File: src/rtl/seq_detect_mealy_param_pkg.sv
// -----------------------------------------------------------------------------
// seq_detect_pkg
// Shared types and helpers for the parameterised Mealy pattern detector.
//   state_e    : detector FSM encoding (2 bits)
//   clamp_len  : limits a requested pattern length to the supported maximum
//   low_mask   : MASK_W-bit mask with the low 'len' bits set
// MASK_W bounds MAX_LEN; the detector supports patterns up to 64 bits.
// -----------------------------------------------------------------------------
package seq_detect_pkg;

    typedef enum logic [1:0] {
        S_IDLE  = 2'd0,
        S_FILL  = 2'd1,
        S_ARMED = 2'd2
    } state_e;

    localparam int MASK_W = 64;

    function automatic int clamp_len(input int len, input int max_len);
        int res;
        if (len > max_len) begin
            res = max_len;
        end else begin
            res = len;
        end
        return res;
    endfunction

    function automatic logic [MASK_W-1:0] low_mask(input int len);
        logic [MASK_W-1:0] m;
        m = '0;
        for (int i = 0; i < MASK_W; i++) begin
            if (i < len) begin
                m[i] = 1'b1;
            end else begin
                m[i] = 1'b0;
            end
        end
        return m;
    endfunction

endpackage

File: src/rtl/seq_detect_mealy_param_if.sv
// -----------------------------------------------------------------------------
// seq_detect_mealy_param_if
// Bundles the serial stream, pattern programming and result signals of the
// detector. clk/clr are kept outside as plain ports of the detector.
//   i_x, i_x_valid        : serial bit and its qualifier
//   i_pat_load            : one-cycle strobe capturing i_pat_in/i_pat_len/i_overlap
//   i_pat_in [MAX_LEN]    : pattern, bit len-1 arrives first, bit 0 last
//   i_pat_len [LEN_W]     : active length (0 disables, >MAX_LEN clamps)
//   i_overlap             : 1 = overlapping matches, 0 = flush after match
//   o_y / o_y_reg         : combinational match / one-cycle registered copy
//   o_armed               : detector is in S_ARMED
//   o_match_cnt [CNT_W]   : saturating match count (SEQ_DETECT_MATCH_CNT_EN)
// Modports: master drives the inputs (stream source), slave is the detector.
// -----------------------------------------------------------------------------
interface seq_detect_mealy_param_if #(
    parameter int MAX_LEN = 8,
    parameter int LEN_W   = $clog2(MAX_LEN + 1),
    parameter int CNT_W   = 8
);
    logic               i_x;
    logic               i_x_valid;
    logic               i_pat_load;
    logic [MAX_LEN-1:0] i_pat_in;
    logic [LEN_W-1:0]   i_pat_len;
    logic               i_overlap;
    logic               o_y;
    logic               o_y_reg;
    logic               o_armed;
    logic [CNT_W-1:0]   o_match_cnt;

    modport master (
        output i_x, i_x_valid, i_pat_load, i_pat_in, i_pat_len, i_overlap,
        input  o_y, o_y_reg, o_armed, o_match_cnt
    );

    modport slave (
        input  i_x, i_x_valid, i_pat_load, i_pat_in, i_pat_len, i_overlap,
        output o_y, o_y_reg, o_armed, o_match_cnt
    );
endinterface

File: src/rtl/seq_detect_mealy_param_match_cmp.sv
// -----------------------------------------------------------------------------
// seq_match_cmp
// Combinational masked compare: o_eq is high when the low i_len bits of
// i_cand equal the low i_len bits of i_pat. Higher bits are don't-care.
//   i_cand [MAX_LEN] : candidate window (newest bit at bit 0)
//   i_pat  [MAX_LEN] : programmed pattern
//   i_len  [LEN_W]   : compare length (already clamped by the caller)
//   o_eq             : masked equality
// -----------------------------------------------------------------------------
module seq_match_cmp
    import seq_detect_pkg::*;
#(
    parameter int MAX_LEN = 8,
    parameter int LEN_W   = $clog2(MAX_LEN + 1)
) (
    input  logic [MAX_LEN-1:0] i_cand,
    input  logic [MAX_LEN-1:0] i_pat,
    input  logic [LEN_W-1:0]   i_len,
    output logic               o_eq
);
    logic [MASK_W-1:0] w_mask;
    logic [MASK_W-1:0] w_diff;

    // The compare runs at the full mask width so every mask bit is consumed.
    assign w_mask = low_mask(int'(i_len));
    assign w_diff = MASK_W'(i_cand ^ i_pat);
    assign o_eq   = ((w_diff & w_mask) == {MASK_W{1'b0}});
endmodule

File: src/rtl/seq_detect_mealy_param.sv
// -----------------------------------------------------------------------------
// seq_detect_mealy_param
// Runtime-programmable Mealy serial-pattern detector.
//   clk  : rising-edge clock
//   clr  : synchronous active-high reset, highest priority
//   bus  : seq_detect_mealy_param_if.slave (stream, programming, results)
// Optional feature macro: SEQ_DETECT_MATCH_CNT_EN enables the saturating
// match counter; when undefined o_match_cnt is tied to 0 with no flops.
// -----------------------------------------------------------------------------
module seq_detect_mealy_param
    import seq_detect_pkg::*;
#(
    parameter int MAX_LEN = 8,
    parameter int LEN_W   = $clog2(MAX_LEN + 1),
    parameter int CNT_W   = 8
) (
    input  logic clk,
    input  logic clr,
    seq_detect_mealy_param_if.slave bus
);
    state_e             r_state;
    state_e             w_state_nxt;
    logic [MAX_LEN-1:0] r_pat;
    logic [LEN_W-1:0]   r_len;
    logic               r_ovl;
    // The oldest history bit can never enter a MAX_LEN-bit window that also
    // holds the incoming bit, so only MAX_LEN-1 bits are stored.
    logic [MAX_LEN-2:0] r_hist;
    logic [MAX_LEN-2:0] w_hist_nxt;
    logic [LEN_W-1:0]   r_fill;
    logic [LEN_W-1:0]   w_fill_nxt;
    logic [LEN_W-1:0]   w_fill_inc;
    logic [LEN_W-1:0]   w_len_load;
    logic [MAX_LEN-1:0] w_cand;
    logic               w_eq;
    logic               w_y;
    logic               r_y;

    assign w_cand     = {r_hist, bus.i_x};
    assign w_len_load = LEN_W'(clamp_len(int'(bus.i_pat_len), MAX_LEN));

    seq_match_cmp #(
        .MAX_LEN (MAX_LEN),
        .LEN_W   (LEN_W)
    ) u_cmp (
        .i_cand (w_cand),
        .i_pat  (r_pat),
        .i_len  (r_len),
        .o_eq   (w_eq)
    );

    // A load cycle discards the incoming bit, so it can never match.
    assign w_y = bus.i_x_valid & ~bus.i_pat_load & (r_state == S_ARMED) & w_eq;

    // Next-state, history and fill computation.
    always_comb begin
        w_state_nxt = r_state;
        w_hist_nxt  = r_hist;
        w_fill_nxt  = r_fill;
        if (r_fill == LEN_W'(MAX_LEN)) begin
            w_fill_inc = r_fill;
        end else begin
            w_fill_inc = r_fill + LEN_W'(1);
        end

        if (bus.i_pat_load) begin
            w_hist_nxt = '0;
            w_fill_nxt = '0;
            if (w_len_load == LEN_W'(0)) begin
                w_state_nxt = S_IDLE;
            end else if (w_len_load == LEN_W'(1)) begin
                w_state_nxt = S_ARMED;
            end else begin
                w_state_nxt = S_FILL;
            end
        end else if (bus.i_x_valid) begin
            if (w_y && !r_ovl) begin
                // Non-overlap match: forget history and start a fresh window.
                w_hist_nxt = '0;
                w_fill_nxt = '0;
                if (r_len == LEN_W'(1)) begin
                    w_state_nxt = S_ARMED;
                end else begin
                    w_state_nxt = S_FILL;
                end
            end else begin
                w_hist_nxt = w_cand[MAX_LEN-2:0];
                w_fill_nxt = w_fill_inc;
                case (r_state)
                    S_IDLE: begin
                        w_state_nxt = S_IDLE;
                    end
                    S_FILL: begin
                        // r_len >= 2 whenever S_FILL is reached.
                        if (w_fill_inc >= (r_len - LEN_W'(1))) begin
                            w_state_nxt = S_ARMED;
                        end else begin
                            w_state_nxt = S_FILL;
                        end
                    end
                    S_ARMED: begin
                        w_state_nxt = S_ARMED;
                    end
                    default: begin
                        w_state_nxt = S_IDLE;
                    end
                endcase
            end
        end else begin
            w_state_nxt = r_state;
            w_hist_nxt  = r_hist;
            w_fill_nxt  = r_fill;
        end
    end

    // State, history, configuration and registered match output.
    always_ff @(posedge clk) begin
        if (clr) begin
            r_state <= S_IDLE;
            r_hist  <= '0;
            r_fill  <= '0;
            r_pat   <= '0;
            r_len   <= '0;
            r_ovl   <= 1'b1;
            r_y     <= 1'b0;
        end else begin
            r_state <= w_state_nxt;
            r_hist  <= w_hist_nxt;
            r_fill  <= w_fill_nxt;
            r_y     <= w_y;
            if (bus.i_pat_load) begin
                r_pat <= bus.i_pat_in;
                r_len <= w_len_load;
                r_ovl <= bus.i_overlap;
            end else begin
                r_pat <= r_pat;
                r_len <= r_len;
                r_ovl <= r_ovl;
            end
        end
    end

`ifdef SEQ_DETECT_MATCH_CNT_EN
    logic [CNT_W-1:0] r_cnt;

    // Saturating count of match cycles, cleared by reset and by a load.
    always_ff @(posedge clk) begin
        if (clr) begin
            r_cnt <= '0;
        end else if (bus.i_pat_load) begin
            r_cnt <= '0;
        end else if (w_y && (r_cnt != {CNT_W{1'b1}})) begin
            r_cnt <= r_cnt + CNT_W'(1);
        end else begin
            r_cnt <= r_cnt;
        end
    end

    assign bus.o_match_cnt = r_cnt;
`else
    assign bus.o_match_cnt = {CNT_W{1'b0}};
`endif

    assign bus.o_y     = w_y;
    assign bus.o_y_reg = r_y;
    assign bus.o_armed = (r_state == S_ARMED);
endmodule

File: src/flat_wrapper.sv
// flat-port wrapper written by rule: the top's interface ports become plain ports
module seq_detect_mealy_param_flat import seq_detect_pkg::*;
#(
    parameter int MAX_LEN = 8,
    parameter int LEN_W   = $clog2(MAX_LEN + 1),
    parameter int CNT_W   = 8
)
  (clk, clr, bus_i_x, bus_i_x_valid, bus_i_pat_load, bus_i_pat_in, bus_i_pat_len, bus_i_overlap, bus_o_y, bus_o_y_reg, bus_o_armed, bus_o_match_cnt);
  seq_detect_mealy_param_if #(.MAX_LEN(MAX_LEN), .LEN_W(LEN_W), .CNT_W(CNT_W)) bus_i ();
  input  logic clk;
  input  logic clr;
  input wire logic [$bits(bus_i.i_x)-1:0] bus_i_x;
  input wire logic [$bits(bus_i.i_x_valid)-1:0] bus_i_x_valid;
  input wire logic [$bits(bus_i.i_pat_load)-1:0] bus_i_pat_load;
  input wire logic [$bits(bus_i.i_pat_in)-1:0] bus_i_pat_in;
  input wire logic [$bits(bus_i.i_pat_len)-1:0] bus_i_pat_len;
  input wire logic [$bits(bus_i.i_overlap)-1:0] bus_i_overlap;
  output wire logic [$bits(bus_i.o_y)-1:0] bus_o_y;
  output wire logic [$bits(bus_i.o_y_reg)-1:0] bus_o_y_reg;
  output wire logic [$bits(bus_i.o_armed)-1:0] bus_o_armed;
  output wire logic [$bits(bus_i.o_match_cnt)-1:0] bus_o_match_cnt;
  assign bus_i.i_x = bus_i_x;
  assign bus_i.i_x_valid = bus_i_x_valid;
  assign bus_i.i_pat_load = bus_i_pat_load;
  assign bus_i.i_pat_in = bus_i_pat_in;
  assign bus_i.i_pat_len = bus_i_pat_len;
  assign bus_i.i_overlap = bus_i_overlap;
  assign bus_o_y = bus_i.o_y;
  assign bus_o_y_reg = bus_i.o_y_reg;
  assign bus_o_armed = bus_i.o_armed;
  assign bus_o_match_cnt = bus_i.o_match_cnt;
  seq_detect_mealy_param #(.MAX_LEN(MAX_LEN), .LEN_W(LEN_W), .CNT_W(CNT_W)) u_core (.clk(clk), .clr(clr), .bus(bus_i));
endmodule
File: config.mk
export PLATFORM = sky130hd
export DESIGN_NAME = seq_detect_mealy_param_flat
export DESIGN_NICKNAME = d
export VERILOG_FILES = /design/src/rtl/seq_detect_mealy_param_pkg.sv /design/src/rtl/seq_detect_mealy_param_if.sv /design/src/rtl/seq_detect_mealy_param_match_cmp.sv /design/src/rtl/seq_detect_mealy_param.sv /design/src/flat_wrapper.sv
export SDC_FILE = /design/constraint.sdc
export NUM_CORES = 1
export LEC_CHECK = 0
export CAP_MARGIN = 20
export CELL_PAD_IN_SITES_DETAIL_PLACEMENT = 1
export CELL_PAD_IN_SITES_GLOBAL_PLACEMENT = 1
export CORE_ASPECT_RATIO = 1.25
export CORE_MARGIN = 4
export CORE_UTILIZATION = 38
export DETAILED_ROUTE_END_ITERATION = 16
export PLACE_DENSITY_LB_ADDON = 0.3
export RECOVER_POWER = 100
export SLEW_MARGIN = 20
export SYNTH_ARGS = -nofsm -noshare
export SYNTH_HDL_FRONTEND = slang
export SYNTH_HIERARCHICAL = 1
export SYNTH_SLANG_ARGS = --single-unit
File: constraint.sdc
create_clock -name clk -period 3.2 [get_ports clk]
set_clock_uncertainty 0.2 [all_clocks]
set_input_delay 0.48 -clock clk [delete_from_list [all_inputs] [get_ports clk]]
set_output_delay 0.48 -clock clk [all_outputs]
set_load 0.01 [all_outputs]
* Yosys cells after proc, flatten, opt, wreduce, memory -nomap -nowiden
Cells that the tools add are included.
** Storage, ports and cells
- Flip-flop bits (word level) :: 27
- Input bits :: 18
- Output and inout bits :: 11
- Logic and storage cells :: 70
** Cells by class
- Add/sub/neg operators :: 2
- Magnitude comparators :: 17
- Equality and inequality tests :: 5
- Mux-type cells :: 27
- Bitwise logic cells :: 6
- Reductions and logical operators :: 6
** Operators with widths (count)
- $logic_not A64 Y1 :: 1
- $lt A4 B4 Y1 const A :: 7
- $lt A3 B4 Y1 const A :: 4
- $and A8 B15 Y15 :: 1
- $mux W1 :: 15
- $mux W2 :: 7
- $mux W4 :: 3
- $eq A4 B1 Y1 const B :: 2
- $lt A1 B4 Y1 const A :: 2
- $lt A2 B4 Y1 const A :: 2
- $xor A8 B8 Y8 :: 1
- $mux W7 :: 1
- $add A4 B1 Y4 const B :: 1
- $eq A4 B4 Y1 const B :: 1
- $ge A4 B4 Y1 :: 1
- $gt A4 B4 Y1 const B :: 1
- $logic_not A4 Y1 :: 1
- $pmux W2 S2 :: 1
- $sub A4 B1 Y4 const B :: 1
- $and A1 B1 Y1 :: 3
- $eq A2 B1 Y1 const B :: 1
- $eq A2 B2 Y1 const B :: 1
- $reduce_bool A2 Y1 :: 1
- $reduce_or A2 Y1 :: 1
- 3 further kinds :: 3

* Depth between registers and ports, before layout
Gate-level depths: netlist of the first run.
- Depth after elaboration :: 9
- Mapped depth :: 9
- Depth with buffers taken out :: 9

* By module
The synthesis of the first run kept the hierarchy.
** By module, submodules not included
- seq_detect_mealy_param :: instances 1, cells each 162, area an instance 1412.6 sq um, sequential area each 540.5 sq um
- seq_match_cmp :: instances 1, cells each 22, area an instance 162.7 sq um, sequential area each 0.0 sq um

* Worst setup path after synthesis of the first run
Ideal clock, no wire load.
- Kind :: in2out
- Start point :: in bus_i_x
- End point :: out bus_o_y
- Data arrival time :: 1.620 ns
- Data required time :: 2.520 ns
- Path slack :: 0.900 ns
- Stages :: 6
- Buffers on the path :: 0
- Cell sequence :: xor2_1 > maj3_2 > o32ai_2 > o221a_1 > nand4b_1 > inv_1
** Between the ends
- Cells in the longest elaborated chain, start to end :: 4
** RTL lines
- from (decl) :: line flat_wrapper.sv:12 : input wire logic [$bits(bus_i.i_x)-1:0] bus_i_x;
- $xor A8 B8 Y8 :: line seq_detect_mealy_param_match_cmp.sv:26 : assign w_diff = MASK_W'(i_cand ^ i_pat);
- $and A8 B15 Y15 :: line seq_detect_mealy_param_match_cmp.sv:27 : assign o_eq = ((w_diff & w_mask) == {MASK_W{1'b0}});
- $logic_not A64 Y1 :: line seq_detect_mealy_param_match_cmp.sv:27
- named net u_core.w_eq :: line seq_detect_mealy_param.sv:35 : logic w_eq;
- $and A1 B1 Y1 :: line seq_detect_mealy_param.sv:53 : assign w_y = bus.i_x_valid & ~bus.i_pat_load & (r_state == S_ARMED) & w_eq;
- to (decl) :: line flat_wrapper.sv:18 : output wire logic [$bits(bus_i.o_y)-1:0] bus_o_y;
The timed path passes the listed nets, and every way through them passes these cells.

* Worst setup path after layout of the first run
- Start point :: in bus_i_x
- End point :: reg u_core.r_state[1]
** Between the ends
- Cells in the longest elaborated chain, start to end :: 8
** RTL lines
- $xor A8 B8 Y8 :: line seq_detect_mealy_param_match_cmp.sv:26
- $and A8 B15 Y15 :: line seq_detect_mealy_param_match_cmp.sv:27
- $logic_not A64 Y1 :: line seq_detect_mealy_param_match_cmp.sv:27
- named net u_core.w_eq :: line seq_detect_mealy_param.sv:35
- $and A1 B1 Y1 :: line seq_detect_mealy_param.sv:53
- $logic_and A1 B1 Y1 :: line seq_detect_mealy_param.sv:77 : if (w_y && !r_ovl) begin
- $mux W2 :: line seq_detect_mealy_param.sv:77
- $mux W2 :: line seq_detect_mealy_param.sv:76 : end else if (bus.i_x_valid) begin
- $mux W2 :: line seq_detect_mealy_param.sv:66 : if (bus.i_pat_load) begin
- to (signal assigned) :: line seq_detect_mealy_param.sv:127 : r_state <= w_state_nxt;
- to (decl) :: line seq_detect_mealy_param.sv:21 : state_e r_state;
The timed path passes the listed nets, and every way through them passes these cells. The select of a mux whose other input is x is not followed.
A chain may end at the register's enable or synchronous reset.

==> results of run 1 <==
-- area by class of cell --
type	instances	area share, %
well taps	54	3.67
clock buffers	4	2.45
inverters	13	2.65
repair buffers	25	12.4
flip-flops and latches	27	29.4
multi-input cells	136	49.4
-- metrics by stage --
step	instance area (sq um)	worst slack [ns]
floorplan	1600	0.900
global route	1840	0.0670
detailed placement	1810	-0.107
CTS	1860	0.163
finish	1840	0.167
global placement	1810	-0.0715
-- worst reg2reg max path: stages, from the launching register on --
cell,delay (ns)
sky130_fd_sc_hd__dfxtp_1,0.51
sky130_fd_sc_hd__and2b_1,0.22
sky130_fd_sc_hd__a21oi_1,0.08
sky130_fd_sc_hd__nor4_1,0.29
sky130_fd_sc_hd__o221a_1,0.27
sky130_fd_sc_hd__nand4b_1,0.14
sky130_fd_sc_hd__clkbuf_1,0.14
sky130_fd_sc_hd__nand2b_1,0.39
sky130_fd_sc_hd__o21ai_0,0.34
sky130_fd_sc_hd__a32o_1,0.16
-- path summary, 6_finish.rpt --
kind	cells after the start	end	from
max	10	u_core/r_state[1]$_SDFFE_PP0P_	bus_i_x
min	2	u_core/r_hist[6]$_SDFFE_PP0P_	u_core/r_hist[6]$_SDFFE_PP0P_
max reg2reg	9	u_core/r_state[1]$_SDFFE_PP0P_	u_core/r_len[2]$_SDFFE_PP0P_
min reg2reg	2	u_core/r_hist[6]$_SDFFE_PP0P_	u_core/r_hist[6]$_SDFFE_PP0P_
-- Yosys cell counts (5+ instances only) --
master                    number
sky130_fd_sc_hd__xnor2_1       8
sky130_fd_sc_hd__mux2i_1       9
sky130_fd_sc_hd__buf_4        10
sky130_fd_sc_hd__nand2_1      17
sky130_fd_sc_hd__xor2_1        5
sky130_fd_sc_hd__nor2_1       16
sky130_fd_sc_hd__ha_1         10
sky130_fd_sc_hd__nand3_1      11
sky130_fd_sc_hd__a21oi_1      19
sky130_fd_sc_hd__inv_1        13
sky130_fd_sc_hd__dfxtp_1      27
-- cells in the final DEF (no fill, tap or decap), types with 2 or more instances in the layout --
cell type                          n
sky130_fd_sc_hd__nor2_1           16
sky130_fd_sc_hd__nand3_1          11
sky130_fd_sc_hd__ha_1             10
sky130_fd_sc_hd__a21oi_1          19
sky130_fd_sc_hd__nand2b_1          3
sky130_fd_sc_hd__dfxtp_1          27
sky130_fd_sc_hd__nand2_1          17
sky130_fd_sc_hd__conb_1            8
sky130_fd_sc_hd__and2_0            2
sky130_fd_sc_hd__xor2_1            5
sky130_fd_sc_hd__nor3_1            3
sky130_fd_sc_hd__inv_1            13
sky130_fd_sc_hd__buf_4             3
sky130_fd_sc_hd__clkbuf_8          3
sky130_fd_sc_hd__or2_2             2
sky130_fd_sc_hd__o211ai_1          2
sky130_fd_sc_hd__mux2i_1           9
sky130_fd_sc_hd__xnor2_1           8
sky130_fd_sc_hd__clkbuf_1          3
sky130_fd_sc_hd__dlygate4sd3_1     3
sky130_fd_sc_hd__o22ai_1           2
sky130_fd_sc_hd__clkdlybuf4s50_1  16
-- routing by layer --
metal,global-route usage (%),up-vias,part of all wire [%]
met5,0,-,0
met3,2.68,6,2.7
met1,17.2,652,41
met4,4.36,0,1.3
li1,-,650,-
met2,30.6,19,55
-- cell families (layout without fill, tap and decap cells) --
logic type               after synthesis  count (layout)  synth area share (%)
AND/OR/NAND/NOR                       62              62                  19.9
multiplexers                           9               9                  5.72
adder cells (fa/ha/maj)               11              11                  8.66
XOR/XNOR                              13              13                  7.23
other                                  1               8                 0.238
AO/OA/AOI/OAI                         33              33                  14.8
buffers and inverters                 28              42                  9.13
flip-flops                            27              27                  34.3
-- power by group through the flow --
stage / combinational (W) / clock, W / sequential (W)
CTS: 0.000127 / 0.000203 / 0.000360
detailed placement: 0.000126 / 0 / 0.000368
floorplan: 0.0000870 / 0 / 0.000365
global route: 0.000140 / 0.000219 / 0.000362
global placement: 0.000120 / 0 / 0.000367
finish: 0.000124 / 0.000192 / 0.000360
-- timing repair --
item                                   4_1_cts  5_1_grt
endpoints found under the hold margin        0        0
gates resized for setup                      1        0
setup endpoints to repair                    1        0
==> impl_metrics.env, run 1 <==
export IMPL_netlist_top_cell_by_area="sky130_fd_sc_hd__dfxtp_1"
export IMPL_port_buffer_count=20
export IMPL_fillerInstances=495
export IMPL_io_count=29
export IMPL_cp_num_buf_inv=2
export IMPL_finalWirelength_um=3750
export IMPL_clock_latency_ns=0.27
export IMPL_regArea_sq_um=541
export IMPL_cts_root_buf="sky130_fd_sc_hd__clkbuf_8"
export IMPL_utilization_after_layout_pct=47.5
export IMPL_critPathTopFamily="compound AO/OA/AOI/OAI gates"
export IMPL_rows=25
export IMPL_outcome="finished clean"
export IMPL_crit_required_ns=3.22
export IMPL_post_cts_setup_buffer_count=0
export IMPL_antenna_cells=0
export IMPL_worst_slew_pin_transition_ns=1.13
export IMPL_cts_root_to_sink_buffers=2
export IMPL_largest_register_ff_count=8
export IMPL_final_max_slew_violation_count=0
export IMPL_drt_first_iter_violations=34
export IMPL_synth_edf_count=0
export IMPL_reg2reg_slack_ns=0.43
export IMPL_synth_warnings=6
export IMPL_finalHoldViolCount=0
export IMPL_final_period_utilization_pct=94.8
export IMPL_vdd_ir_drop_max_uv=190
export IMPL_cells_along_the_critical_path="clkdlybuf4s50_1 -> xor2_1 -> maj3_2 -> o32ai_2 -> o221a_1 -> nand4b_1 -> clkbuf_1 -> nand2b_1 -> o21ai_0 -> a32o_1"
export IMPL_final_cell_count_no_fill=259
export IMPL_post_synth_num_cell_types=40
export IMPL_die_height_um=80.0
export IMPL_largestRegisters="u_core/r_pat x8, u_core/r_hist x7"
export IMPL_timing_critical_path_slowest_cell_delay_ns=0.44
export IMPL_power_density_nw_per_um2=367
export IMPL_timing_max_slew_rel_slack_pct=24.6
export IMPL_wire_length_of_the_first_global_routing_pass_um=6590
export IMPL_clk_pin_slew_worst_paths_ns=0.09
export IMPL_arrival_ns=3.05
export IMPL_netlist_top_cells_area="sky130_fd_sc_hd__dfxtp_1, sky130_fd_sc_hd__ha_1, sky130_fd_sc_hd__a21oi_1"
export IMPL_grt_ovfl_total=0
export IMPL_synthFlopType="sky130_fd_sc_hd__dfxtp_1"
export IMPL_vias=1327
export IMPL_synthCells=184
export IMPL_synth_async_reset_ratio_pct=0
export IMPL_multi_input_comb_area_sq_um=910
export IMPL_synth_avg_cell_area_sq_um=8.56
export IMPL_total_power_consumption_of_the_routed_design_w=0.000675
export IMPL_floorplan_initialDensity_pct=40.6
export IMPL_worstHoldPathType="reg2reg"
export IMPL_drv_cap=0
export IMPL_gp_congestion=0.770
export IMPL_flow_area_growth_from_synthesis_pct=16.8
export IMPL_drcViolationCount=0
export IMPL_share_comb_of_total_power_pct=18.3
export IMPL_net_switching_power_w=0.000175
export IMPL_htree_num_levels=1
export IMPL_routed_via_density=5.12
export IMPL_startpoint_type_of_the_worst_setup_path="input pin"
export IMPL_ant_nets=0
export IMPL_critical_path_max_fanout=12
export IMPL_final_layout_size_suffix_gt1_share_pct=6.34
export IMPL_finalNetCount=234
export IMPL_cts_buffers=3
export IMPL_rsz0062_at_grt="false"
export IMPL_top_register="u_core/r_pat"
export IMPL_post_synthesis_instance_area_sq_um=1580
export IMPL_crit_type="in2reg"
export IMPL_yosys_area_top_type_share_pct=34.3
export IMPL_routedWlPerCell_um=14.5
export IMPL_clock_fmax_mhz=330
export IMPL_grt_total_usage_pct=15.8
export IMPL_power_share_switching_pct=25.9
export IMPL_design_die_area_sq_um=5250
export IMPL_crit_path_end_kind="flip-flop"
export IMPL_cts_hold_buffers=0
export IMPL_post_place_cells=255
export IMPL_setup_violation_total_in_the_final_timing_report=0
export IMPL_clock_sinks=27
export IMPL_smallest_hold_slack_ns=0.296
export IMPL_p_int_w=0.000501
export IMPL_vias_in_the_first_global_route=1461
export IMPL_cpMaxStageDelayCell="sky130_fd_sc_hd__clkdlybuf4s50_1"
export IMPL_seq_area_frac_synth_pct=34.3
export IMPL_pwr_share_seq_pct=53.3
export IMPL_grt_antenna_before_repair=0
export IMPL_power_leakage_nw=0.749
export IMPL_tritoncts="built"
export IMPL_power_share_clock_pct=28.4
export IMPL_synth_ff_latch_count=27
export IMPL_fin_tns_setup_ns=0
export IMPL_core_area_sq_um=3880
export IMPL_period_needed_ns=3.03
export IMPL_overall_die_width_um=65.6
export IMPL_drt_pre_antenna_iters=4
export IMPL_grt_max_degree=24
export IMPL_hpwlAfterDp_um=2920
(Power assumes the default switching activity.)
==> run 2, diff against run 1 <==
CORE_UTILIZATION = 40   (was 38)
clock period = 3.9 ns   (was 3.2 ns; I/O delays follow)
==> impl_metrics.env, run 2 (synthesized netlist as in run 1, its figures left out) <==
export IMPL_final_period_utilization_pct=92.7
export IMPL_final_critical_path_setup_slack_ns=0.286
export IMPL_hpwlAfterDp_um=2920
export IMPL_floorplan_initialDensity_pct=41.6
export IMPL_fin_tns_setup_ns=0
export IMPL_p_int_w=0.000407
export IMPL_rsz0062_at_grt="false"
export IMPL_layout_common_cells="sky130_fd_sc_hd__dfxtp_1, sky130_fd_sc_hd__a21oi_1, sky130_fd_sc_hd__clkdlybuf4s50_1, sky130_fd_sc_hd__nand2_1, sky130_fd_sc_hd__nor2_1"
export IMPL_crit_type="in2out"
export IMPL_drt_first_iter_violations=31
export IMPL_vias=1314
export IMPL_drcViolationCount=0
export IMPL_clock_latency_ns=0.27
export IMPL_drt_pre_antenna_iters=4
export IMPL_overall_die_width_um=64.1
export IMPL_finalNetCount=231
export IMPL_pwr_share_seq_pct=53.3
export IMPL_net_switching_power_w=0.000148
export IMPL_rows=25
export IMPL_io_count=29
export IMPL_ant_nets=0
export IMPL_mostFrequentLayoutCell="sky130_fd_sc_hd__dfxtp_1"
export IMPL_flow_area_growth_from_synthesis_pct=15.3
export IMPL_final_max_slew_violation_count=0
export IMPL_worst_slew_pin_transition_ns=1.23
export IMPL_power_leakage_nw=0.734
export IMPL_core_area_sq_um=3780
export IMPL_cts_buffers=3
export IMPL_share_comb_of_total_power_pct=17.6
export IMPL_postCtsResizedCells=0
export IMPL_critical_path_max_fanout=4
export IMPL_period_needed_ns=3.61
export IMPL_outcome="finished clean"
export IMPL_cts_hold_buffers=0
export IMPL_worstHoldPathType="reg2reg"
export IMPL_cts_root_to_sink_buffers=2
export IMPL_vias_in_the_first_global_route=1428
export IMPL_largestRegisters="u_core/r_pat x8, u_core/r_hist x7"
export IMPL_routedWlPerCell_um=14.8
export IMPL_power_density_nw_per_um2=305
export IMPL_cp_num_buf_inv=3
export IMPL_wire_length_of_the_first_global_routing_pass_um=6400
export IMPL_grt_ovfl_total=0
export IMPL_grt_total_usage_pct=15.9
export IMPL_grt_antenna_before_repair=0
export IMPL_design_die_area_sq_um=5010
export IMPL_path_common_cell="sky130_fd_sc_hd__clkdlybuf4s50_1"
export IMPL_largest_register_ff_count=8
export IMPL_placement_setup_worst_slack_ns=0.302
export IMPL_top_register="u_core/r_pat"
export IMPL_antenna_cells=0
export IMPL_die_height_um=78.2
export IMPL_final_layout_size_suffix_gt1_share_pct=5.45
export IMPL_arrival_ns=2.83
export IMPL_cpMaxStageDelayCell="sky130_fd_sc_hd__clkdlybuf4s50_1"
export IMPL_port_buffer_count=20
export IMPL_finalWirelength_um=3780
export IMPL_power_share_clock_pct=29.1
export IMPL_setup_violation_total_in_the_final_timing_report=0
export IMPL_post_cts_setup_buffer_count=0
export IMPL_grt_max_degree=24
export IMPL_tritoncts="built"
export IMPL_startpoint_type_of_the_worst_setup_path="input pin"
export IMPL_crit_path_end_kind="output pin"
export IMPL_timing_critical_path_slowest_cell_delay_ns=0.53
export IMPL_routed_via_density=5.13
export IMPL_drv_cap=0
export IMPL_clock_fmax_mhz=277
export IMPL_gp_congestion=0.762
export IMPL_crit_required_ns=3.12
export IMPL_htree_num_levels=1
export IMPL_clock_sinks=27
export IMPL_finalHoldViolCount=0
export IMPL_cells_along_the_critical_path="clkdlybuf4s50_1 -> xor2_1 -> maj3_2 -> o32ai_1 -> o221a_1 -> nand4b_1 -> inv_1 -> clkdlybuf4s50_1"
export IMPL_timing_max_slew_rel_slack_pct=18.2
export IMPL_clk_pin_slew_worst_paths_ns=0.09
export IMPL_vdd_ir_drop_max_uv=197
export IMPL_critPathTopFamily="buffers and inverters"
export IMPL_power_share_switching_pct=26.7
export IMPL_cts_root_buf="sky130_fd_sc_hd__clkbuf_8"
## run 2: cell types whose count changed in the layout (fill, tap and decap cells not counted), sizes merged
cell	before	now
buf	3	1
clkinv	0	1
clkbuf	6	4
clkdlybuf4s50	16	17
dlygate4sd2	1	0
## run 2: final timing paths
kind,start,end,slack (ns),cells after the start
worst max-delay path,bus_i_x,bus_o_y,0.29,8
worst min-delay path,u_core/r_hist[6]$_SDFFE_PP0P_,u_core/r_hist[6]$_SDFFE_PP0P_,0.29,2
worst max register to register,u_core/r_len[2]$_SDFFE_PP0P_,u_core/r_state[1]$_SDFFE_PP0P_,1.25,8
worst min register to register,u_core/r_hist[6]$_SDFFE_PP0P_,u_core/r_hist[6]$_SDFFE_PP0P_,0.29,2
## run 2: power groups by stage
| stage | logic, W | clock network, W | registers, W |
|---|---|---|---|
| after CTS | 0.000101 | 0.000167 | 0.000296 |
| after global placement | 0.0000964 | 0 | 0.000302 |
| after global routing | 0.000109 | 0.000180 | 0.000298 |
| final | 0.0000977 | 0.000161 | 0.000296 |
| after detailed placement | 0.000101 | 0 | 0.000302 |
| after floorplan | 0.0000714 | 0 | 0.000299 |
## run 2: worst reg2reg max path, stage by stage, from the launching register on
cell                       delay [ns]
sky130_fd_sc_hd__dfxtp_1         0.51
sky130_fd_sc_hd__and2b_1         0.21
sky130_fd_sc_hd__a21oi_1         0.07
sky130_fd_sc_hd__nor4_1          0.29
sky130_fd_sc_hd__o221a_1         0.27
sky130_fd_sc_hd__nand4b_1        0.19
sky130_fd_sc_hd__nand2b_1        0.44
sky130_fd_sc_hd__o21ai_0         0.28
sky130_fd_sc_hd__a32o_1          0.14
## run 2: metrics by stage
step | cell area, sq um | utilization, % | hold WS (ns) | cells | power, W
finish | 1820 | 48.0 | 0.287 | 256 | 0.000555
global placement | 1790 | 47.3 | 0.272 | 252 | 0.000398
detailed placement | 1790 | 47.3 | 0.280 | 252 | 0.000403
global route | 1820 | 48.0 | 0.330 | 256 | 0.000586
CTS | 1840 | 48.5 | 0.294 | 256 | 0.000564
floorplan | 1600 | - | 0.253 | 191 | 0.000371
## run 2: area by class of cell
cell class	count	area [sq um]
clock inverters	1	5.00
fillers	456	1970
repair buffers	22	211
well taps	54	67.6
inverters	13	48.8
multi-input cells	136	902
flip-flops and latches	27	541
clock buffers	3	41.3
## run 2: per-layer routing
| layer | share of wire, % | up-vias | GRT usage (%) | wire length, um |
|---|---|---|---|---|
| met5 | 0 | - | 0 | 0 |
| met3 | 4.1 | 6 | 3.15 | 156 |
| li1 | - | 646 | - | - |
| met1 | 39 | 639 | 16.1 | 1470 |
| met4 | 2.0 | 0 | 6.13 | 76 |
| met2 | 55 | 23 | 31.2 | 2070 |
